--- config.mk ---
export PLATFORM = sky130hd
export DESIGN_NAME = mem_port_arbiter
export DESIGN_NICKNAME = d
export VERILOG_FILES = /design/src/rtl/mem_port_arbiter_pkg.sv /design/src/rtl/rr_arb2.sv /design/src/rtl/mem_port_arbiter.sv
export SDC_FILE = /design/constraint.sdc
export NUM_CORES = 1
export LEC_CHECK = 0
export BUFFER_PORTS_ARGS = -buffer_cell sky130_fd_sc_hd__clkbuf_2
export CORE_AREA = 3 3 83 85
export CTS_CLUSTER_DIAMETER = 80
export CTS_CLUSTER_SIZE = 40
export DETAILED_ROUTE_END_ITERATION = 10
export DIE_AREA = 0 0 86 88
export HOLD_SLACK_MARGIN = 0.1
export PLACE_DENSITY_LB_ADDON = 0.12
export SLEW_MARGIN = 15
export SYNTH_ARGS = -nofsm -noshare
export SYNTH_HDL_FRONTEND = slang
export SYNTH_SLANG_ARGS = --single-unit
--- constraint.sdc ---
create_clock -name clk -period 2.1 [get_ports clk]
set_input_delay 0.21 -clock clk [delete_from_list [all_inputs] [get_ports clk]]
set_output_delay 0.21 -clock clk [all_outputs]
set_load 0.01 [all_outputs]
--- src/rtl/mem_port_arbiter_pkg.sv ---
// Shared types for the two-requester memory port arbiter.
package mem_port_arbiter_pkg;
  localparam int NUM_REQ = 2;

  typedef enum logic [1:0] {
    RD_IDLE = 2'd0,
    RD_ADDR = 2'd1,
    RD_DATA = 2'd2
  } rd_state_e;

  typedef enum logic {
    WR_IDLE = 1'b0,
    WR_BUSY = 1'b1
  } wr_state_e;
endpackage

--- src/rtl/rr_arb2.sv ---
// Two-way round-robin picker: favour the requester that did not win last time.
module rr_arb2 (
  input  logic [1:0] req,
  input  logic       last,
  output logic       any,
  output logic       pick
);
  always_comb begin
    any  = |req;
    pick = req[~last] ? ~last : last;
  end
endmodule

--- src/rtl/mem_port_arbiter.sv ---
// Shares one AR/R + AW/W memory port between two requesters; reads and writes
// are granted independently, one outstanding transaction per direction.
module mem_port_arbiter
  import mem_port_arbiter_pkg::*;
#(
  parameter int ADDR_WDTH = 4,
  parameter int DATA_WDTH = 32
) (
  input  logic                           clk,
  input  logic                           rst,
  input  logic [NUM_REQ-1:0]             m_ar_valid,
  output logic [NUM_REQ-1:0]             m_ar_ready,
  input  logic [NUM_REQ*ADDR_WDTH-1:0]   m_ar_address,
  output logic [NUM_REQ-1:0]             m_r_valid,
  input  logic [NUM_REQ-1:0]             m_r_ready,
  output logic [DATA_WDTH-1:0]           m_r_data,
  input  logic [NUM_REQ-1:0]             m_aw_valid,
  output logic [NUM_REQ-1:0]             m_aw_ready,
  input  logic [NUM_REQ*ADDR_WDTH-1:0]   m_aw_address,
  input  logic [NUM_REQ-1:0]             m_w_valid,
  output logic [NUM_REQ-1:0]             m_w_ready,
  input  logic [NUM_REQ*DATA_WDTH-1:0]   m_w_data,
  output logic                           s_ar_valid,
  output logic [ADDR_WDTH-1:0]           s_ar_address,
  input  logic                           s_ar_ready,
  input  logic                           s_r_valid,
  input  logic [DATA_WDTH-1:0]           s_r_data,
  output logic                           s_r_ready,
  output logic                           s_aw_valid,
  output logic [ADDR_WDTH-1:0]           s_aw_address,
  input  logic                           s_aw_ready,
  output logic                           s_w_valid,
  output logic [DATA_WDTH-1:0]           s_w_data,
  input  logic                           s_w_ready,
  output logic                           rd_busy,
  output logic                           rd_owner,
  output logic                           wr_busy,
  output logic                           wr_owner
);
  logic [NUM_REQ-1:0][ADDR_WDTH-1:0] ar_addr_v, aw_addr_v;
  logic [NUM_REQ-1:0][DATA_WDTH-1:0] w_data_v;
  assign ar_addr_v = m_ar_address;
  assign aw_addr_v = m_aw_address;
  assign w_data_v  = m_w_data;

  // ---------------- read side ----------------
  rd_state_e rd_state, rd_next;
  logic      rd_last, rd_any, rd_pick, ar_hs, r_hs;

  rr_arb2 u_rd_arb (.req(m_ar_valid), .last(rd_last), .any(rd_any), .pick(rd_pick));

  assign ar_hs = s_ar_valid & s_ar_ready;
  assign r_hs  = s_r_valid & s_r_ready;

  always_ff @(posedge clk or posedge rst) begin
    if (rst) begin
      rd_state <= RD_IDLE;
      rd_owner <= 1'b0;
      rd_last  <= 1'b1;
    end else begin
      rd_state <= rd_next;
      if (rd_state == RD_IDLE && rd_any) rd_owner <= rd_pick;
      if (rd_state == RD_DATA && r_hs)   rd_last  <= rd_owner;
    end
  end

  always_comb begin
    rd_next = rd_state;
    case (rd_state)
      RD_IDLE: if (rd_any) rd_next = RD_ADDR;
      RD_ADDR: if (ar_hs)  rd_next = RD_DATA;
      RD_DATA: if (r_hs)   rd_next = RD_IDLE;
      default:             rd_next = RD_IDLE;
    endcase
  end

  always_comb begin
    s_ar_valid   = 1'b0;
    s_ar_address = '0;
    m_ar_ready   = '0;
    m_r_valid    = '0;
    m_r_data     = '0;
    s_r_ready    = 1'b0;
    rd_busy      = (rd_state != RD_IDLE);
    case (rd_state)
      RD_ADDR: begin
        s_ar_valid           = m_ar_valid[rd_owner];
        s_ar_address         = ar_addr_v[rd_owner];
        m_ar_ready[rd_owner] = s_ar_ready;
      end
      RD_DATA: begin
        m_r_valid[rd_owner] = s_r_valid;
        m_r_data            = s_r_data;
        s_r_ready           = m_r_ready[rd_owner];
      end
      default: ;
    endcase
  end

  // ---------------- write side ----------------
  wr_state_e wr_state, wr_next;
  logic      wr_last, wr_any, wr_pick, aw_done, w_done, aw_hs, w_hs, wr_fin;

  rr_arb2 u_wr_arb (.req(m_aw_valid | m_w_valid), .last(wr_last), .any(wr_any), .pick(wr_pick));

  assign aw_hs  = s_aw_valid & s_aw_ready;
  assign w_hs   = s_w_valid & s_w_ready;
  // A handshake landing in the same cycle counts toward completion.
  assign wr_fin = (aw_done | aw_hs) & (w_done | w_hs);

  always_ff @(posedge clk or posedge rst) begin
    if (rst) begin
      wr_state <= WR_IDLE;
      wr_owner <= 1'b0;
      wr_last  <= 1'b1;
      aw_done  <= 1'b0;
      w_done   <= 1'b0;
    end else begin
      wr_state <= wr_next;
      if (wr_state == WR_IDLE && wr_any) begin
        wr_owner <= wr_pick;
        aw_done  <= 1'b0;
        w_done   <= 1'b0;
      end else if (wr_state == WR_BUSY) begin
        aw_done <= aw_done | aw_hs;
        w_done  <= w_done | w_hs;
        if (wr_fin) wr_last <= wr_owner;
      end
    end
  end

  always_comb begin
    wr_next = wr_state;
    case (wr_state)
      WR_IDLE: if (wr_any) wr_next = WR_BUSY;
      WR_BUSY: if (wr_fin) wr_next = WR_IDLE;
      default:             wr_next = WR_IDLE;
    endcase
  end

  always_comb begin
    s_aw_valid   = 1'b0;
    s_aw_address = '0;
    m_aw_ready   = '0;
    s_w_valid    = 1'b0;
    s_w_data     = '0;
    m_w_ready    = '0;
    wr_busy      = (wr_state == WR_BUSY);
    if (wr_state == WR_BUSY) begin
      s_aw_valid           = m_aw_valid[wr_owner] & ~aw_done;
      s_aw_address         = aw_addr_v[wr_owner];
      m_aw_ready[wr_owner] = s_aw_ready & ~aw_done;
      s_w_valid            = m_w_valid[wr_owner] & ~w_done;
      s_w_data             = w_data_v[wr_owner];
      m_w_ready[wr_owner]  = s_w_ready & ~w_done;
    end
  end
endmodule

==> metrics.txt, run 1 <==
XOR/XNOR Fraction of Synth Area 0%; synthesized netlist net count 316; final weighted congestion in routability-driven placement 0.783; count of placed standard cells in the final layout, fillers left out 473; cell with the biggest individual delay on the critical path sky130_fd_sc_hd__dfrtp_1; fraction of synthesized area in multiplexers between 30% and 40%; DRC violations left 0; flip-flop cell with the highest count after synthesis sky130_fd_sc_hd__dfrtp_1; Inserted Clock Buffers 3; maximum capacitance violations 0; Design Power about 2600 uW; IO Port Bufs between 200 and 250; fraction of final layout cells sized beyond drive strength 1 57.3%; final design utilization between 40% and 50%; post-synthesis share of cell area spent on and, or, nand and nor gates a little under two fifths; proportion of netlist area held by the largest area contributor a little under a third; slew at the pin closest to its max-slew limit around 0.66 ns; number of global-route vias before repair 1821; arrival time worst endpoint 1.56 ns; clock-pin slew of the registers on the worst-case setup and hold paths roughly 0.04 ns; number of detailed-routing iterations run before antenna repair 4; final critical delay including setup and external delays between 1.5 and 2 ns; Post-synth EDFFs 0; ranking of synthesized cells by area sky130_fd_sc_hd__mux2i_1 (31%), sky130_fd_sc_hd__and2_1 (15%), sky130_fd_sc_hd__nor2_1 (14%); status completed; share of flip-flops with an asynchronous set or reset 100%; type of element capturing the critical path output port; Clock H-tree levels 1; setup repair after global routing missed its margin false; ratio of routed vias to standard cells 4.36; largest voltage drop on the vdd net around 0.46 mV; # diodes 0; final critical-path share of the clock period a little over four fifths; Root Driver sky130_fd_sc_hd__clkbuf_8; aggregate negative setup slack 0 ns; Die Outline Area roughly 7600 sq um; first-pass GRT wire length between 8000 and 9000 um; Synth Area in Adders 0%; fmax around 570 MHz; Post-Route Skew between 0.0002 and 0.0003 ns; CORE AREA 6280 sq um; Setup Viol. Count Final 0; pin count of the biggest net entering global routing approximately 40; Power per Cell Area between 1000 and 1500 nW/um^2; Worst Setup Path Type reg -> out; Pins Over Slew Limit 0; register bit count reported by yosys 9; count of final hold-check violations 0; Final Routed Wirelength 5780 um; Layout Area Growth over Synthesis 86.2%; delay of the slowest cell on the worst path approximately 0.65 ns; gr usage total a little over an eighth; post-synthesis compound-gate area fraction 6.10%; CP startpoint kind flip-flop; number of buffers on the longest clock path 2; dominant combinational cell family by area after synthesis simple AND/OR/NAND/NOR gates; mean post-synth cell area 7.24 sq um; average wire per standard cell ~12 um; post-CTS repair timing setup buffer count 0; most area-hungry cell type in the Yosys netlist sky130_fd_sc_hd__mux2i_1; worst slew margin relative to its limit between 50% and 60%; number of nets in the finished design about 520; I/O pin total 214; drt first-iter violations 14; class of the tightest hold or removal check in -> reg; TritonCTS clock tree yes; vertical die dimension slightly below 90 um; count of distinct cell types in the synthesized netlist 31; total leakage power between 0.0015 and 0.002 uW; number of clock sinks seen by CTS 9; number of placed cells counting well taps 468; Vias just over 2k; post-detailed-route count of antenna-violating nets 0; fraction of the yosys area taken by sequential cells 16.6%; top fanout value on the critical path 13; CP Cell Sequence mux2_2 -> nor2b_1 -> clkbuf_2; total congestion overflow after global routing 0; synthesized instance count 190; initial antenna violation count 0; post-synth design cell area roughly 1400 sq um; required arrival time at the worst endpoint ~1.9 ns; HPWL after detailed placement 5020 um; yosys synthesis warning count 0; Cell Rows 29; initial core utilization 21.9%; die width between 80 and 90 um; Skew-Pair Late Insertion Delay between 0.2 and 0.25 ns
per-layer routing:
layer  track usage, %  up-vias  share of wire (%)  wire length (um)
met4             4.32        0                2.2               127
met1             13.1      892                 33              1920
met2             26.3      118                 54              3110
met5                0        -                  0                 0
met3             3.76        8                 11               619
li1                 -     1045                  -                 -
path summary, 6_finish.rpt:
| check | cells past startpoint | from | slack [ns] | endpoint |
|---|---|---|---|---|
| worst max-delay path | 3 | rd_owner$_DFFE_PP0P_ | 0.33 | s_ar_valid |
| worst min-delay path | 2 | m_ar_valid[0] | 0.20 | rd_owner$_DFFE_PP0P_ |
| worst max register to register | 4 | wr_owner$_DFFE_PP0P_ | 0.54 | wr_last$_DFFE_PP1P_ |
| worst min register to register | 1 | rd_state[1]$_DFFE_PP0P_ | 0.50 | rd_state[0]$_DFFE_PP0P_ |
| max in group asynchronous | 3 | rst | 1.33 | wr_last$_DFFE_PP1P_ |
| min in group asynchronous | 3 | rst | 0.47 | aw_done$_DFFE_PP0P_ |
synth_stat cells (2+ instances only):
master	number
sky130_fd_sc_hd__nor2_1	50
sky130_fd_sc_hd__mux2i_1	43
sky130_fd_sc_hd__and2_1	32
sky130_fd_sc_hd__clkbuf_1	7
sky130_fd_sc_hd__dfrtp_1	7
sky130_fd_sc_hd__buf_2	6
sky130_fd_sc_hd__nand2_1	6
sky130_fd_sc_hd__nor3_1	4
sky130_fd_sc_hd__a21oi_1	3
sky130_fd_sc_hd__inv_1	3
sky130_fd_sc_hd__nor2b_1	3
sky130_fd_sc_hd__a31oi_1	2
sky130_fd_sc_hd__and4b_1	2
sky130_fd_sc_hd__dfstp_2	2
sky130_fd_sc_hd__nand2b_1	2
sky130_fd_sc_hd__nor3b_1	2
sky130_fd_sc_hd__o21ai_2	2
sequential cells by signal, indices dropped and copies added (netlist names):
register and flops:
rd_owner 1, wr_last 1, wr_owner 1, w_done 1, wr_busy 1, rd_last 1, aw_done 1, rd_state 2
placed cells by master (no fill, tap or decap), drive strengths merged:
cell / instances
a31oi: 2
dfstp: 2
dlygate4sd3: 1
nand2: 6
buf: 3
o32a: 1
and2: 32
and3: 1
a21o: 1
and4b: 2
nor4b: 1
nor2: 50
nor2b: 3
dfrtp: 7
a21oi: 3
mux2: 2
nor3: 4
nor4: 1
a21boi: 1
nand2b: 2
nand3: 1
inv: 4
clkbuf: 217
o21ai: 3
mux2i: 43
nor3b: 2
a311oi: 1
cell families (layout without fill, tap and decap cells):
group	count (synthesis)	count (layout)
muxes	45	45
and+or+nand+nor	105	105
DFF	9	9
AOI/OAI and AO/OA	12	12
buffers and inverters	19	225
cell type report:
cell class	count	area, sq um
Clock buffer	4	45.0
Timing Repair Buffer	217	1110
Tap cell	77	96.3
Multi-Input combinational cell	162	1060
Inverter	4	15.0
Sequential cell	9	229
Fill cell	692	3720
critical path: cells and delay by family (launching register included):
kind                   cells  cell delay (ns)
DFF                        1             0.65
muxes                      1             0.40
and+or+nand+nor            1             0.14
buffers and inverters      1             0.14
where the power goes:
group	switching, uW	total [uW]	internal, uW
Sequential	185	446	261
Clock	64.4	196	132
Combinational	1020	1960	935
timing repair:
item | 4_1_cts | 5_1_grt
gates resized for setup | 0 | 0
hold buffers | 1 | 0
endpoints found under the hold margin | 7 | 0
metrics by stage:
stage          hold WS, ns  setup WS, ns  instance area [sq um]
2_1_floorplan       0.0365         0.636                   1380
3_3_place_gp         0.177         0.575                   2500
3_5_place_dp         0.178         0.515                   2500
4_1_cts              0.197         0.314                   2560
5_1_grt              0.209         0.154                   2560
6_report             0.201         0.334                   2560
Note: power is estimated with default switching activity, not from simulation.
==> run 2: changes to the inputs <==
--- a/config.mk
+++ b/config.mk
@@ -5,12 +5,13 @@
 export SDC_FILE = /design/constraint.sdc
 export NUM_CORES = 1
 export LEC_CHECK = 0
+export ABC_AREA = 1
 export BUFFER_PORTS_ARGS = -buffer_cell sky130_fd_sc_hd__clkbuf_2
-export CORE_AREA = 3 3 83 85
+export CORE_AREA = 3 3 82 84
 export CTS_CLUSTER_DIAMETER = 80
 export CTS_CLUSTER_SIZE = 40
 export DETAILED_ROUTE_END_ITERATION = 10
-export DIE_AREA = 0 0 86 88
+export DIE_AREA = 0 0 85 87
 export HOLD_SLACK_MARGIN = 0.1
 export PLACE_DENSITY_LB_ADDON = 0.12
 export SLEW_MARGIN = 15
==> constraint.sdc (replaced) <==
create_clock -name clk -period 1.75 [get_ports clk]
set_input_delay 0.175 -clock clk [delete_from_list [all_inputs] [get_ports clk]]
set_output_delay 0.175 -clock clk [all_outputs]
set_load 0.01 [all_outputs]
==> metrics.txt, run 2 <==
status completed (unchanged); arrival time worst endpoint 1.40 ns (was 1.56 ns); CP Cell Sequence buf_4 -> nand2_1 -> a21oi_1 -> clkbuf_2 (was mux2_2 -> nor2b_1 -> clkbuf_2); commonest cells after routing, fill and taps aside sky130_fd_sc_hd__clkbuf_2 (213), sky130_fd_sc_hd__nand2_1 (103), sky130_fd_sc_hd__inv_1 (44) (was sky130_fd_sc_hd__clkbuf_2 (213), sky130_fd_sc_hd__nor2_1 (50), sky130_fd_sc_hd__mux2i_1 (43)); cell with the most instances after synthesis sky130_fd_sc_hd__nand2_1 (was sky130_fd_sc_hd__nor2_1); die width 85 um (was 86 um); Inserted Clock Buffers 3 (unchanged); Final Routed Wirelength 6410 um (was 5780 um); CP startpoint kind flip-flop (unchanged); Reg with most FFs rd_state (unchanged); Post-Route Skew 0.00327 ns (was 0.000253 ns); count of placed standard cells in the final layout, fillers left out 566 (was 473); type of element capturing the critical path output port (unchanged); CORE AREA 5990 sq um (was 6280 sq um); fmax roughly 630 MHz; flip-flop cell with the highest count after synthesis sky130_fd_sc_hd__dfrtp_1 (unchanged); required arrival time at the worst endpoint 1.57 ns (was 1.89 ns); number of buffers on the longest clock path 2 (unchanged); Die Outline Area 7400 sq um (was 7570 sq um); met2 demand-to-capacity share in global routing 33.6% (was 26.3%); Clock H-tree levels 1 (unchanged); count of final hold-check violations 0 (unchanged); number of nets in the finished design 618 (was 523); DRC violations left 0 (unchanged); I/O pin total 214 (unchanged); Post-synth EDFFs 0 (unchanged); register bit count reported by yosys 9 (unchanged); synthesized netlist net count 412 (was 316); Vias 2356 (was 2063); proportion of netlist area held by the largest area contributor 27.4% (was 31.3%); fraction of final layout cells sized beyond drive strength 1 46.8% (was 57.3%); Root Driver sky130_fd_sc_hd__clkbuf_8 (unchanged); # diodes 0 (unchanged); aggregate negative setup slack 0 ns (unchanged); mean post-synth cell area 4.93 sq um (was 7.24 sq um); final worst-path setup slack 0.170 ns (was 0.334 ns); final weighted congestion in routability-driven placement 0.811 (was 0.783); final critical-path share of the clock period about nine tenths; most area-hungry cell type in the Yosys netlist sky130_fd_sc_hd__nand2_1 (was sky130_fd_sc_hd__mux2i_1); setup repair after global routing missed its margin false (unchanged); Power per Cell Area 1310 nW/um^2 (was 1020 nW/um^2); largest voltage drop on the vdd net 0.669 mV (was 0.463 mV); vertical die dimension 87 um (was 88 um); Skew-Pair Late Insertion Delay 0.23 ns (about the same); most frequent standard cell in the layout excluding fill and tap cells sky130_fd_sc_hd__clkbuf_2 (unchanged); TritonCTS clock tree yes (unchanged); Layout Area Growth over Synthesis 83.4% (was 86.2%); worst slew margin relative to its limit 73.0% (was 56.1%); final critical delay including setup and external delays ~1.6 ns; Setup Viol. Count Final 0 (unchanged); total leakage power 0.00175 uW (was 0.00166 uW); share of flip-flops with an asynchronous set or reset 100% (unchanged); number of global-route vias before repair 2154 (was 1821); total cell area at the placement stage 2530 sq um (was 2500 sq um); met3 global-route usage 3.12% (was 3.76%); IO Port Bufs 213 (unchanged); drt first-iter violations 54 (was 14); initial antenna violation count 0 (unchanged); post-synth design cell area 1410 sq um (was 1380 sq um); number of flip-flops under the largest register name 2 (unchanged); cell with the biggest individual delay on the critical path sky130_fd_sc_hd__buf_4 (was sky130_fd_sc_hd__dfrtp_1); ranking of synthesized cells by area sky130_fd_sc_hd__nand2_1 (27%), sky130_fd_sc_hd__a21oi_1 (15%), sky130_fd_sc_hd__dfrtp_1 (12%) (was sky130_fd_sc_hd__mux2i_1 (31%), sky130_fd_sc_hd__and2_1 (15%), sky130_fd_sc_hd__nor2_1 (14%)); delay of the slowest cell on the worst path 0.37 ns (was 0.65 ns); fraction of the yosys area taken by sequential cells 16.2% (was 16.6%); Setup WS pre-CTS 0.377 ns (was 0.515 ns); Cell Rows 28 (was 29); cell types with the highest counts after synthesis sky130_fd_sc_hd__nand2_1 (103), sky130_fd_sc_hd__inv_1 (44), sky130_fd_sc_hd__nor2_1 (42) (was sky130_fd_sc_hd__nor2_1 (50), sky130_fd_sc_hd__mux2i_1 (43), sky130_fd_sc_hd__and2_1 (32)); pin count of the biggest net entering global routing 42 (was 41); clock-pin slew of the registers on the worst-case setup and hold paths 0.04 ns (about the same); count of distinct cell types in the synthesized netlist 24 (was 31); number of detailed-routing iterations run before antenna repair 4 (unchanged); total congestion overflow after global routing 0 (unchanged); Worst Setup Path Type reg -> out (unchanged); initial core utilization 23.5% (was 21.9%); gr usage total 15.7% (was 13.2%); first-pass GRT wire length 9830 um (was 8320 um); Pins Over Slew Limit 0 (unchanged); final design utilization 43.1% (was 40.8%); post-detailed-route count of antenna-violating nets 0 (unchanged); top fanout value on the critical path 41 (was 13); ratio of routed vias to standard cells 4.16 (was 4.36); number of clock sinks seen by CTS 9 (unchanged); slew at the pin closest to its max-slew limit 0.405 ns (was 0.658 ns); number of buffers and inverters on the critical path 2 (was 1); synthesized instance count 286 (was 190); yosys synthesis warning count 0 (unchanged); HPWL after detailed placement 5460 um (was 5020 um); cell family with most CP delay buffers and inverters (was flip-flops); Global Route met1 Usage 15.6% (was 13.1%); number of placed cells counting well taps 561 (was 468); most heavily used metal layer in global routing met2 (unchanged); maximum capacitance violations 0 (unchanged); average wire per standard cell 11.3 um (was 12.2 um); Final Cell Area 2580 sq um (was 2560 sq um); class of the tightest hold or removal check in -> reg (unchanged)
==> run 2: timing repair <==
action | 4_1_cts | 5_1_grt
hold buffers | 1 | 0
endpoints found under the setup margin | 0 | 1
hold endpoints to repair | 7 | 0
buffers inserted | 0 | 0
gates resized for setup | 0 | 2
==> run 2: cell type report <==
type | instances | area, sq um
Inverter | 49 | 189
Tap cell | 75 | 93.8
Timing Repair Buffer | 217 | 1120
Multi-Input combinational cell | 212 | 905
Sequential cell | 9 | 228
Fill cell | 697 | 3410
Clock buffer | 4 | 45.0
==> run 2: layer usage <==
layer	wire length (um)	vias to the layer above
met5	0	-
met4	51	0
met3	455	4
met2	3630	85
met1	2280	994
li1	-	1273
==> run 2: power breakdown <==
group / internal (uW) / switching [uW]
clock network: 158 / 72.9
registers: 325 / 91.4
logic: 1050 / 1680
==> run 2: worst min-delay path: cells and delay by family <==
| family | cells | cell delay, ns |
|---|---|---|
| and+or+nand+nor | 2 | 0.13 |
| buffers and inverters | 1 | 0.09 |
==> run 2: path summary, 6_finish.rpt <==
kind | to | cells past startpoint | start | slack (ns)
setup / recovery | s_w_data[1] | 4 | wr_owner$_DFFE_PP0P_ | 0.17
hold / removal | rd_state[1]$_DFFE_PP0P_ | 3 | s_ar_ready | 0.20
setup reg to reg | w_done$_DFFE_PP0P_ | 5 | wr_owner$_DFFE_PP0P_ | 0.41
hold reg to reg | wr_last$_DFFE_PP1P_ | 2 | wr_last$_DFFE_PP1P_ | 0.45
max in group asynchronous | rd_last$_DFFE_PP1P_ | 3 | rst | 1.02
min in group asynchronous | rd_state[1]$_DFFE_PP0P_ | 3 | rst | 0.43
==> run 2: cells by family (layout without fill, tap and decap cells) <==
family / Yosys count / in the layout / synth area share, %
buffers and inverters: 65 / 270 / 19.6
DFF: 9 / 9 / 16.2
and+or+nand+nor: 161 / 161 / 45.1
AOI/OAI and AO/OA: 51 / 51 / 19.1
==> run 2: per-stage QoR <==
step / hold slack (ns) / power [uW]
finish: 0.201 / 3370
global placement: 0.143 / 3180
CTS: 0.205 / 3430
detailed placement: 0.141 / 3180
floorplan: 0.00149 / 2110
global route: 0.234 / 3770
==> run 3: changes to the inputs <==
--- a/config.mk
+++ b/config.mk
@@ -5,7 +5,6 @@
 export SDC_FILE = /design/constraint.sdc
 export NUM_CORES = 1
 export LEC_CHECK = 0
-export ABC_AREA = 1
 export BUFFER_PORTS_ARGS = -buffer_cell sky130_fd_sc_hd__clkbuf_2
 export CORE_AREA = 3 3 82 84
 export CTS_CLUSTER_DIAMETER = 80
==> metrics.txt, run 3 (synthesis gave the netlist of run 1 again) <==
TritonCTS clock tree yes (unchanged); arrival time worst endpoint 1.44 ns (was 1.40 ns); Reg with most FFs rd_state (unchanged); maximum capacitance violations 0 (unchanged); worst slew margin relative to its limit 66.2% (was 73.0%); initial antenna violation count 0 (unchanged); class of the tightest hold or removal check in -> reg (unchanged); Clock H-tree levels 1 (unchanged); Pins Over Slew Limit 0 (unchanged); number of global-route vias before repair 1926 (was 2154); post-detailed-route count of antenna-violating nets 0 (unchanged); initial core utilization 23.0% (was 23.5%); status completed (unchanged); number of detailed-routing iterations run before antenna repair 4 (unchanged); gr usage total 14.4% (was 15.7%); final weighted congestion in routability-driven placement 0.825 (was 0.811); total cell area at the placement stage 2500 sq um (was 2530 sq um); drt first-iter violations 22 (was 54); required arrival time at the worst endpoint 1.57 ns (about the same); largest voltage drop on the vdd net 0.483 mV (was 0.669 mV); ratio of routed vias to standard cells 4.29 (was 4.16); met2 demand-to-capacity share in global routing 30.2% (was 33.6%); slew at the pin closest to its max-slew limit 0.502 ns (was 0.405 ns); Post-Route Skew 0.00178 ns (was 0.00327 ns); final critical delay including setup and external delays 1.62 ns (was 1.58 ns); number of nets in the finished design 525 (was 618); CTS hold repair buffers 1 (unchanged); number of flip-flops under the largest register name 2 (unchanged); Resized Gates After CTS 0 (unchanged); setup repair after global routing missed its margin false (unchanged); total congestion overflow after global routing 0 (unchanged); total leakage power 0.00166 uW (was 0.00175 uW); top fanout value on the critical path 22 (was 41); Vias 2030 (was 2356); IO Port Bufs 213 (unchanged); fraction of final layout cells sized beyond drive strength 1 57.5% (was 46.8%); Root Driver sky130_fd_sc_hd__clkbuf_8 (unchanged); first-pass GRT wire length 8760 um (was 9830 um); Skew-Pair Late Insertion Delay 0.23 ns (about the same); Final Routed Wirelength 5880 um (was 6410 um); CP startpoint kind flip-flop (unchanged); Final Cell Area 2560 sq um (was 2580 sq um); Global Route met1 Usage 13.8% (was 15.6%); die width 85 um (unchanged); commonest cells after routing, fill and taps aside sky130_fd_sc_hd__clkbuf_2 (213), sky130_fd_sc_hd__nor2_1 (50), sky130_fd_sc_hd__mux2i_1 (43) (was sky130_fd_sc_hd__clkbuf_2 (213), sky130_fd_sc_hd__nand2_1 (103), sky130_fd_sc_hd__inv_1 (44)); Worst Setup Path Type reg -> out (unchanged); number of buffers on the longest clock path 2 (unchanged); Die Outline Area 7400 sq um (unchanged); post-CTS repair timing setup buffer count 0 (unchanged); count of final hold-check violations 0 (unchanged); Inserted Clock Buffers 3 (unchanged); Cell Rows 28 (unchanged); Setup Viol. Count Final 0 (unchanged); # diodes 0 (unchanged); average wire per standard cell 12.4 um (was 11.3 um); Layout Area Growth over Synthesis 86.2% (was 83.4%); clock-pin slew of the registers on the worst-case setup and hold paths 0.04 ns (about the same); Power per Cell Area 1220 nW/um^2 (was 1310 nW/um^2); final design utilization 42.7% (was 43.1%); most heavily used metal layer in global routing met2 (unchanged); DRC violations left 0 (unchanged); HPWL after detailed placement 5280 um (was 5460 um); final critical-path share of the clock period 92.5% (was 90.3%); I/O pin total 214 (unchanged); aggregate negative setup slack 0 ns (unchanged); type of element capturing the critical path output port (unchanged); most frequent standard cell in the layout excluding fill and tap cells sky130_fd_sc_hd__clkbuf_2 (unchanged); fmax 617 MHz (was 633 MHz); vertical die dimension 87 um (unchanged); met3 global-route usage 3.97% (was 3.12%); CORE AREA 5990 sq um (unchanged); number of clock sinks seen by CTS 9 (unchanged); pin count of the biggest net entering global routing 39 (was 42)
-- run 3: worst max-delay path, stage by stage, from the launching register on --
cell                       delay [ns]
sky130_fd_sc_hd__dfrtp_2         0.42
sky130_fd_sc_hd__buf_4           0.35
sky130_fd_sc_hd__mux2i_1         0.25
sky130_fd_sc_hd__nor2_1          0.06
sky130_fd_sc_hd__clkbuf_2        0.13
-- run 3: final timing paths --
check,startpoint,to,slack [ns],cells after the start
setup / recovery,wr_owner$_DFFE_PP0P_,s_w_data[21],0.13,4
min in group asynchronous,rst,rd_state[0]$_DFFE_PP0P_,0.43,3
max in group asynchronous,rst,rd_last$_DFFE_PP1P_,1.03,3
hold reg to reg,rd_state[1]$_DFFE_PP0P_,rd_state[0]$_DFFE_PP0P_,0.50,1
hold / removal,m_ar_valid[0],rd_owner$_DFFE_PP0P_,0.16,2
setup reg to reg,wr_owner$_DFFE_PP0P_,wr_last$_DFFE_PP1P_,0.40,4
-- run 3: stage by stage --
step                      power, uW  hold slack, ns  setup WS (ns)  std cells
final                          3120           0.156          0.130        473
after global routing           3420           0.169         0.0175        473
after CTS                      3190           0.153          0.108        473
after detailed placement       2940           0.124          0.356        468
after global placement         2920           0.132          0.359        468
after floorplan                2000         0.00149          0.321        190
-- run 3: final cells by class --
type                            count  area, sq um
Clock buffer                        4         45.0
Inverter                            4         15.0
Tap cell                           75         93.8
Multi-Input combinational cell    162         1060
Sequential cell                     9          229
Timing Repair Buffer              219         1110
Fill cell                         636         3430
-- run 3: routing by layer --
layer	part of all wire [%]	wire [um]	vias up
met5	0	0	-
met4	0.66	39	0
met3	10	597	4
met2	57	3330	108
met1	33	1920	868
li1	-	-	1050
-- run 3: power by group --
| group | total, uW | switching (uW) | internal [uW] |
|---|---|---|---|
| logic | 2450 | 1330 | 1120 |
| clock network | 234 | 75.4 | 158 |
| registers | 443 | 128 | 315 |
| total | 3120 | 1530 | 1590 |
